--- src/rtl/mix_addr_xfer_ctrl.sv ---
// Sequencer for MIX INCr/DECr/ENTr/ENNr (C=48..55): read register, run datapath, write back.
// Optional MIX_XFER_ENT_FAST_EN: legal ENT/ENN skip READ/EXEC and finish the cycle after start.
module mix_addr_xfer_ctrl #(
  parameter int REG_W    = 31,
  parameter int IDX_BITS = 12
) (
  input  logic             clk,
  input  logic             rst,
  input  logic             start,
  input  logic [5:0]       opcode,
  input  logic [2:0]       field,
  input  logic [12:0]      m,
  output logic             busy,
  output logic             done,
  output logic             illegal,
  output logic             idx_fault,
  output logic [2:0]       rf_raddr,
  input  logic [REG_W-1:0] rf_rdata,
  output logic             rf_we,
  output logic [2:0]       rf_waddr,
  output logic [REG_W-1:0] rf_wdata,
  output logic [REG_W-1:0] dp_in,
  output logic [12:0]      dp_m,
  output logic [1:0]       dp_field,
  input  logic [REG_W-1:0] dp_out,
  input  logic             dp_overflow,
  output logic             ov_flag,
  input  logic             ov_clr
);

  typedef enum logic [1:0] {IDLE, READ, EXEC, WRITE} state_t;

  state_t             state, state_nx;
  logic [2:0]         r_q;
  logic [1:0]         field_q;
  logic [12:0]        m_q;
  logic               illegal_q;
  logic [REG_W-1:0]   result_q;
  logic [REG_W-1:0]   in_q;
  logic               ovf_q;

  logic start_bad;
  logic fast_go;
  logic is_idx;
  logic out_of_range;
  logic ov_set;

  assign start_bad = (opcode < 6'd48) || (opcode > 6'd55) || field[2];

`ifdef MIX_XFER_ENT_FAST_EN
  assign fast_go = (state == IDLE) && start && !start_bad && field[1];
`else
  assign fast_go = 1'b0;
`endif

  // Register 0 is A and 7 is X; only I1..I6 are range-limited index registers.
  assign is_idx       = (r_q != 3'd0) && (r_q != 3'd7);
  assign out_of_range = |result_q[REG_W-2:IDX_BITS];
  assign ov_set       = (state == WRITE) && !illegal_q && !is_idx && ovf_q && !rst;

  assign rf_raddr = r_q;
  assign rf_waddr = r_q;
  assign rf_wdata = result_q;

  always_comb begin
    state_nx  = state;
    busy      = (state != IDLE);
    done      = 1'b0;
    illegal   = 1'b0;
    idx_fault = 1'b0;
    rf_we     = 1'b0;
    dp_in     = in_q;
    dp_m      = m_q;
    dp_field  = field_q;
    case (state)
      IDLE: begin
        if (start) state_nx = (start_bad || fast_go) ? WRITE : READ;
        if (fast_go) begin
          dp_in    = '0;
          dp_m     = m;
          dp_field = field[1:0];
        end
      end
      READ: state_nx = EXEC;
      EXEC: begin
        dp_in    = rf_rdata;
        state_nx = WRITE;
      end
      WRITE: begin
        // Outputs are masked while reset is held so a reset in WRITE writes nothing.
        done      = !rst;
        illegal   = illegal_q && !rst;
        idx_fault = !illegal_q && is_idx && out_of_range && !rst;
        rf_we     = !illegal_q && !(is_idx && out_of_range) && !rst;
        state_nx  = IDLE;
      end
      default: state_nx = IDLE;
    endcase
  end

  always_ff @(posedge clk) begin
    if (rst) begin
      state     <= IDLE;
      r_q       <= '0;
      field_q   <= '0;
      m_q       <= '0;
      illegal_q <= 1'b0;
      result_q  <= '0;
      in_q      <= '0;
      ovf_q     <= 1'b0;
      ov_flag   <= 1'b0;
    end else begin
      state <= state_nx;
      if (ov_set)      ov_flag <= 1'b1;
      else if (ov_clr) ov_flag <= 1'b0;

      if (state == IDLE && start) begin
        // 48 is a multiple of 8, so opcode-48 for legal opcodes is just opcode[2:0].
        r_q       <= opcode[2:0];
        field_q   <= field[1:0];
        m_q       <= m;
        illegal_q <= start_bad;
        if (fast_go) begin
          in_q     <= '0;
          result_q <= dp_out;
          ovf_q    <= dp_overflow;
        end
      end

      if (state == EXEC) begin
        in_q     <= rf_rdata;
        result_q <= dp_out;
        ovf_q    <= dp_overflow;
      end
    end
  end

endmodule

--- config.mk ---
export PLATFORM = sky130hd
export DESIGN_NAME = mix_addr_xfer_ctrl
export DESIGN_NICKNAME = d
export VERILOG_FILES = /design/src/rtl/mix_addr_xfer_ctrl.sv
export SDC_FILE = /design/constraint.sdc
export NUM_CORES = 1
export LEC_CHECK = 0
export CORE_ASPECT_RATIO = 1.5
export CORE_MARGIN = 2
export CORE_UTILIZATION = 43
export DETAILED_ROUTE_END_ITERATION = 7
export GPL_ROUTABILITY_DRIVEN = 0
export PLACE_DENSITY = 0.86
export SETUP_SLACK_MARGIN = 0.3
export SYNTH_ARGS = -nofsm -noshare
export SYNTH_HDL_FRONTEND = slang
export SYNTH_SLANG_ARGS = --single-unit
--- constraint.sdc ---
create_clock -name clk -period 2.6 [get_ports clk]
set_input_delay 0.52 -clock clk [delete_from_list [all_inputs] [get_ports clk]]
set_output_delay 0.52 -clock clk [all_outputs]
set_load 0.02 [all_outputs]
**Yosys cells after proc, flatten, opt, wreduce, memory -nomap -nowiden**

Index checks and enable logic that the tools add are counted.

- Register bits: 85
- Input bits: 89
- Output and inout port bits: 89
- Word-level logic and storage cells: 50

- Reductions and logical operators: 24
- Mux-type cells: 10
- $lt $le $gt $ge: 2
- Equal/unequal tests: 5

Operators by type and width:

| operator | count |
|---|---|
| 31-bit two-way mux | 1 |
| 18-bit OR reduction | 1 |
| 1-bit logical AND | 13 |
| 2-bit one-hot mux with 4 select lines | 1 |
| 6-bit greater-than comparator (second input constant) | 1 |
| 6-bit less-than comparator (second input constant) | 1 |
| 1-bit two-way mux | 6 |
| 2-bit equality test (second input constant) | 2 |
| 1-bit zero test | 4 |
| 2-bit two-way mux | 2 |
| 2-bit nonzero test | 2 |
| 3-bit != test (second input constant) | 1 |
| 3-bit nonzero test | 1 |
| 2-bit by 1-bit equality test with 1-bit output (second input constant) | 1 |
| 2-bit zero test | 1 |
| 1-bit logical OR | 2 |
| 2-bit != test (second input constant) | 1 |

**Depth between registers and ports, before layout**

Gate-level depths: netlist of run 1.

- Depth after elaboration: 7
- Gate-level depth with buffers: 7
- Gate-level depth less buffers: 5

**Least setup slack after synthesis of run 1**

No wires, ideal clock.

- Path kind: in2out
- From: in rst
- To: out rf_we
- Arrival time: 1.410 ns
- Path slack: 0.670 ns
- Stages: 3
- Path through: nor3b_1 nand3_1 o21ai_0

- Word-level cells in the longest chain between the ends: 3

Ends and longest elaborated chain:

| what | RTL line | source |
|---|---|---|
| start, declared | 8 | `input logic rst,` |
| 1-bit zero test | 94 | `rf_we = !illegal_q && !(is_idx && out_of_range) && !rst;` |
| 1-bit logical AND | 94 |  |
| 1-bit two-way mux | 75 | `case (state)` |
| end, declared | 19 | `output logic rf_we,` |

No other way between the ends.

**Worst setup path in the final report of run 1**

- From: reg state[0]
- To: out dp_in[6]

- Word-level cells in the longest chain between the ends: 2

Ends and longest elaborated chain:

| what | RTL line | source |
|---|---|---|
| start, declared | 33 | `state_t state, state_nx;` |
| start signal, assigned | 113 | `state <= state_nx;` |
| 2-bit equality test | 75 |  |
| 31-bit two-way mux | - |  |
| end, declared | 22 | `output logic [REG_W-1:0] dp_in,` |

No other way between the ends.

==> impl_results.md, run 1 <==
- Status: complete, no violations
- Startpoint Class: register
- Die Span Y: 113 um
- Yosys warning count: 0
- Max-slew headroom: 42.9%
- Htree depth: 3
- CTS buffer count: 9
- Nets: 595
- CTS tree: built
- Final setup vio count: 0
- First-pass GRT wire length: 14700 um
- Starting density of the core: 44.6%
- DR iter-0 viols: 97
- Initial antenna violation count: 0
- Critical path class: register to output pin
- Syn Nets: 419
- Worst setup EP type: output pin
- Fin. Hold Viols: 0
- Synthesized area: 3410 um^2
- Worst-Margin Slew: 857 ps
- Minimum clock period: 2290 ps
- CP arrival: 1770 ps
- Final Cycle Share: 88.3%
- Largest net degree at the start of global routing: 86
- VDD IR-drop max: 0.000630 V
- DRC violations left: 0
- Post-route setup TNS: 0 ps
- Req. time, crit path: 2080 ps
- Diode count: 0
- Routed wire length: 9070 um
- Vias in the first global route: 2985
- Synth unique cells: 29
- CP Max Fanout: 11
- Final Skew: 7.59 ps
- Tot GR Track Use: 21.5%
- Clk_lat worst skew: 330 ps
- Leakage power: 2.22 nW
- Max_cap viols: 0
- Vias: 2888
- CTS Buffer Depth: 2
- Fillers: 589
- Power Density: 1030 nW/um^2
- Yosys top cell by area: dfxtp_1
- Yosys top cell area share: 49.8%
- CTS Root Cell: clkbuf_16
- GRT Residual Overflow: 0
- HPWL after DPL: 6450 um
- Avg Cell Area, Syn: 10.5 um^2
- Share of cells above drive strength 1: 17.8%
- Peak Freq: 436 MHz
- Worst-path clk slew: 60 ps
- Final core occ: 71.5%
- Die area: 8680 um^2
- Cells after Synth: 326
- Syn-to-layout area delta: 60.3%
- Yosys reg bits: 85
- Drt pass-1 iters: 4
- Boundary pin count: 178
- Seq/Total Area, Yosys: 49.8%
- Final Max Tran Viols: 0
- CTS Hold Bufs: 0
- Total clock sinks: 85
- Routed vias/inst: 4.74
- Worst hold-check path type: register to register
- I/O Buffers: 177
- Routed WL per cell: 14.9 um
- Top cells by area, synth: dfxtp_1 (50%), mux2_4 (11%), mux2i_1 (9.4%)
- Core area: 7660 um^2
- Routed Antenna Nets: 0
- RSZ-0062 raised after global routing: yes
- Setup WS post-layout: 305 ps
- # rows: 39
- Dpl ws: 137 ps
- Chip Width: 76.8 um
==> through the flow <==
step / hold slack, ps / power (mW) / instance area, um^2 / std cells
after floorplan: 461 / 3.46 / 3410 / 326
after global placement: 442 / 4.38 / 5210 / 588
after detailed placement: 446 / 4.45 / 5210 / 588
after CTS: 454 / 5.73 / 5540 / 609
after global routing: 474 / 5.96 / 5470 / 609
final: 452 / 5.65 / 5470 / 609
==> cell type report <==
| class | count | area (um^2) | share of cell area, % |
|---|---|---|---|
| Timing Repair Buffer | 187 | 1780 | 32.4 |
| Multi-Input combinational cell | 216 | 1560 | 28.5 |
| Clock inverter | 4 | 47.5 | 0.869 |
| Clock buffer | 12 | 246 | 4.50 |
| Sequential cell | 85 | 1700 | 31.1 |
| Tap cell | 102 | 128 | 2.33 |
| Inverter | 3 | 11.3 | 0.206 |
==> flip-flops by register name (all words and copies together), names as in the netlist <==
register	cells
in_q	31
rf_wdata	31
m_q	13
rf_raddr	3
field_q	2
state	2
illegal_q	1
ov_flag	1
ovf_q	1
==> logic make-up after synthesis <==
logic type / Yosys count / share of synthesized area (%)
AOI/OAI and AO/OA: 27 / 4.43
adders and majority gates: 4 / 1.47
buffers and inverters: 25 / 5.17
muxes: 63 / 22.2
and+or+nand+nor: 122 / 16.9
DFF: 85 / 49.8
==> final timing paths <==
kind              startpoint           end  slack [ps]  cells past startpoint
setup / recovery    state[0]      dp_in[6]         310                      5
hold / removal    field_q[1]    field_q[1]         450                      2
setup reg to reg    state[0]  rf_wdata[23]         940                      6
hold reg to reg   field_q[1]    field_q[1]         450                      2
==> cells in the final DEF, fill, tap and decap left out, types with 2 or more instances in the layout <==
master / n
nor4_1: 2
clkinv_2: 2
a211oi_1: 2
nand2_1: 39
mux2_4: 24
buf_12: 2
mux2i_1: 32
inv_1: 2
and2_1: 2
mux2_2: 7
nand3_1: 2
clkdlybuf4s15_1: 2
nor3_1: 2
buf_4: 6
ha_1: 3
dfxtp_2: 2
nor4_2: 2
clkdlybuf4s15_2: 4
clkbuf_16: 9
clkdlybuf4s50_1: 142
dlygate4sd2_1: 4
clkbuf_1: 2
buf_2: 14
dfxtp_1: 83
a21oi_1: 20
nor2b_1: 33
nor2_1: 36
clkbuf_2: 11
==> synth_stat cells <==
cell	instances
a21oi_1	20
buf_8	3
and2_1	2
o211a_1	1
buf_4	3
buf_1	1
and3_1	1
nand2b_1	1
nor3_1	2
nor2_1	36
a211o_1	1
inv_1	3
nor4bb_1	1
nor4_1	4
a211oi_1	2
nor2b_1	33
ha_1	4
o21ai_0	2
mux2_4	24
dfxtp_1	85
buf_6	4
clkbuf_1	5
mux2i_1	32
mux2_2	7
nor3b_1	1
buf_2	6
nand2_1	39
nand3_1	2
o211ai_1	1
==> critical path, stage by stage (launching register included) <==
cell and delay, ps:
dfxtp_2 320, inv_2 90, ha_4 180, bufbuf_16 300, mux2_4 300, clkdlybuf4s15_2 250
==> where the power goes <==
part | switching (mW) | internal [mW] | leakage (nW)
Sequential | 0.155 | 1.59 | 0.695
Clock | 0.483 | 0.767 | 0.143
Combinational | 1.29 | 1.36 | 1.39
Total | 1.93 | 3.72 | 2.22
==> timing repair <==
item,in CTS,in global routing
endpoints found under the setup margin,34,24
resized for setup,78,35
cloned,1,0
pin swaps,1,0
buffers inserted,4,0
==> layer usage <==
metal | part of all wire [%] | track usage [%]
met1 | 38 | 22.6
met2 | 53 | 39.2
met4 | 1.8 | 8.48
met3 | 6.6 | 6.94
met5 | 0 | 0
Power figures use the tool's default switching activity.
==> inputs of run 2 (changes only) <==
Settings changed: ABC_AREA set to 1, CORE_UTILIZATION 43 to 42, PLACE_DENSITY 0.86 to 0.85.
==> run 2 against run 1 <==
Area after synthesis down 1.9%; register-to-register slack better by 130 ps; critical path depth is 2 higher; global-route usage up 0.79 points; non-clock buffer count fell by 2; first-iteration DRC count up 14%; sequential power about the same; combinational power is 11% lower; critical path type unchanged.
==> impl_results.md, run 2 <==
- Status: complete, no violations
- Share of cells above drive strength 1: 7.11% (-11 points)
- CTS Buffer Depth: 2 (unchanged)
- EDFF count, synth: 0 (unchanged)
- Post-route setup TNS: 0 ps (unchanged)
- CP arrival: 1750 ps (-20 ps)
- VDD IR-drop max: 0.000601 V (-4.6%)
- Routed Antenna Nets: 0 (unchanged)
- Met2 Track Usage GR: 39.3% (+0.12 points)
- Final Cycle Share: 87.2% (-1.1 points)
- Tot GR Track Use: 22.3% (+0.79 points)
- Worst setup EP type: output pin
- Nets: 709 (+19%)
- Commonest cells after routing, fill and taps aside: nand2_1 (202), clkdlybuf4s50_1 (141), dfxtp_1 (85)
- Routed WL per cell: 13.4 um (-10%)
- Fin. Hold Viols: 0 (unchanged)
- I/O Buffers: 177 (unchanged)
- Largest net degree at the start of global routing: 57 (-34%)
- Starting density of the core: 43.7% (-0.87 points)
- RSZ-0062 raised after global routing: yes
- Max_cap viols: 0 (unchanged)
- Final core occ: 69.0% (-2.4 points)
- Minimum clock period: 2270 ps (-28.1 ps)
- Asr flop ratio synth: 0% (unchanged)
- Most common cell in the synthesized netlist: nand2_1
- CP Max Fanout: 34 (+23)
- HPWL after DPL: 7230 um (+12%)
- Synthesized area: 3350 um^2 (-1.9%)
- Met3 Use GR: 5.58% (-1.4 points)
- Yosys warning count: 0 (unchanged)
- Final setup vio count: 0 (unchanged)
- Startpoint Class: register
- GRT Residual Overflow: 0 (unchanged)
- Die Span Y: 113 um (+0.19%)
- Req. time, crit path: 2080 ps (about the same)
- DR iter-0 viols: 111 (+14%)
- Top cells by area, synth: dfxtp_1 (51%), nand2_1 (23%), a21oi_1 (13%)
- Total clock sinks: 85 (unchanged)
- Critical path class: register to output pin
- Htree depth: 3 (unchanged)
- Cells after Synth: 449 (+38%)
- Yosys top cell area share: 50.8% (+0.99 points)
- Routed vias/inst: 4.81 (+1.4%)
- Worst-Margin Slew: 571 ps (-286 ps)
- Commonest cells post-synth: nand2_1 (202), dfxtp_1 (85), a21oi_1 (84)
- Most common library cell in the layout ignoring fill and taps: nand2_1
- Routed wire length: 9640 um (+6.3%)
- CTS tree: built
- Chip Width: 76.9 um (+0.18%)
- Final Max Tran Viols: 0 (unchanged)
- Clk_lat worst skew: 330 ps (about the same)
- Initial antenna violation count: 1 (+1)
- Power Density: 990 nW/um^2 (-4.0%)
- GRT busiest layer: met2
- CTS Root Cell: clkbuf_16
- Avg Cell Area, Syn: 7.46 um^2 (-29%)
- Leakage power: 2.27 nW (+2.3%)
- Synth unique cells: 20 (-31%)
- Core area: 7660 um^2 (unchanged)
- Tot Pwr: 5.24 mW (-7.3%)
- Final Skew: 3.50 ps (-4.10 ps)
- DRC violations left: 0 (unchanged)
- Yosys top cell by area: dfxtp_1
- Yosys reg bits: 85 (unchanged)
- Boundary pin count: 178 (unchanged)
- Top_reg_cell synth: dfxtp_1
- Worst-path clk slew: 60 ps (about the same)
- Met1 Track Usage GR: 24.0% (+1.4 points)
- Syn Nets: 542 (+29%)
- First-pass GRT wire length: 15500 um (+5.1%)
- Syn-to-layout area delta: 57.9%
- Worst hold-check path type: register to register
- Vias: 3471 (+20%)
- Worst hold slack: 462 ps (+9.69 ps)
- Peak Freq: 441 MHz (+1.2%)
- Die area: 8720 um^2 (+0.37%)
- CTS buffer count: 9 (unchanged)
- # rows: 39 (unchanged)
- Seq/Total Area, Yosys: 50.8% (+0.99 points)
- Vias in the first global route: 3375 (+13%)
- Max-slew headroom: 61.9% (+19 points)
- CTS Hold Bufs: 0 (unchanged)
- Drt pass-1 iters: 4 (unchanged)
run 2: changes by cell type after synthesis, moves of 7 or more:
cell     before  now
a21oi_1      20   84
buf_2         6   13
inv_1         3   12
mux2_2        7    0
mux2_4       24    0
mux2i_1      32    0
nand2_1      39  202
nor2_1       36   16
nor2b_1      33    0
run 2: cell families (layout without fill, tap and decap cells):
family | count (synthesis) | count (layout) | share of synthesized area [%]
buffers and inverters | 44 | 214 | 8.11
AND/OR/NAND/NOR | 228 | 228 | 26.3
flip-flops | 85 | 85 | 50.8
other | 0 | 1 | 0
AO/OA/AOI/OAI | 88 | 88 | 13.3
adder cells (fa/ha/maj) | 4 | 4 | 1.49
run 2: path summary, 6_finish.rpt:
path | start | endpoint | slack (ps) | depth (start not counted)
max | state[0] | dp_in[26] | 330 | 7
min | rf_wdata[5] | rf_wdata[5] | 460 | 2
max reg2reg | state[1] | m_q[8] | 1070 | 6
min reg2reg | rf_wdata[5] | rf_wdata[5] | 460 | 2
run 2: layer usage:
layer	routed length, um	part of all wire, %	vias to the layer above
li1	-	-	1751
met5	0	0	-
met1	3600	37	1588
met4	242	2.5	0
met3	536	5.6	18
met2	5260	55	114
run 2: layout make-up:
class / count / area, um^2
inverter: 15 / 56.3
fill: 639 / 2370
clock inverter: 2 / 10.0
multi-input combinational: 320 / 1380
sequential: 85 / 1700
tap: 102 / 128
timing repair buffer: 185 / 1750
clock buffer: 12 / 256
antenna: 1 / 2.50
run 2: through the flow:
step / setup WS (ps) / cells / area [um^2]
final: 333 / 722 / 5290
after global routing: 233 / 722 / 5290
after CTS: 278 / 721 / 5340
after detailed placement: 317 / 707 / 5100
after global placement: 340 / 707 / 5100
after floorplan: 817 / 449 / 3350
run 2: power by group:
part / internal [mW] / total [mW] / switching (mW)
combinational: 0.952 / 2.37 / 1.42
sequential: 1.59 / 1.73 / 0.139
clock: 0.684 / 1.14 / 0.456
total: 3.22 / 5.24 / 2.01
run 2: timing repair:
action,in CTS,in global routing
buffers inserted,0,0
endpoints found under the setup margin,33,33
resized for setup,39,34
gates cloned,0,0
run 2: worst max-delay path, cell delays in order (launching register included):
cell	delay, ps
dfxtp_1	340
inv_1	90
ha_2	220
inv_2	80
buf_12	180
nand2_1	100
nand2_1	90
clkdlybuf4s15_1	310
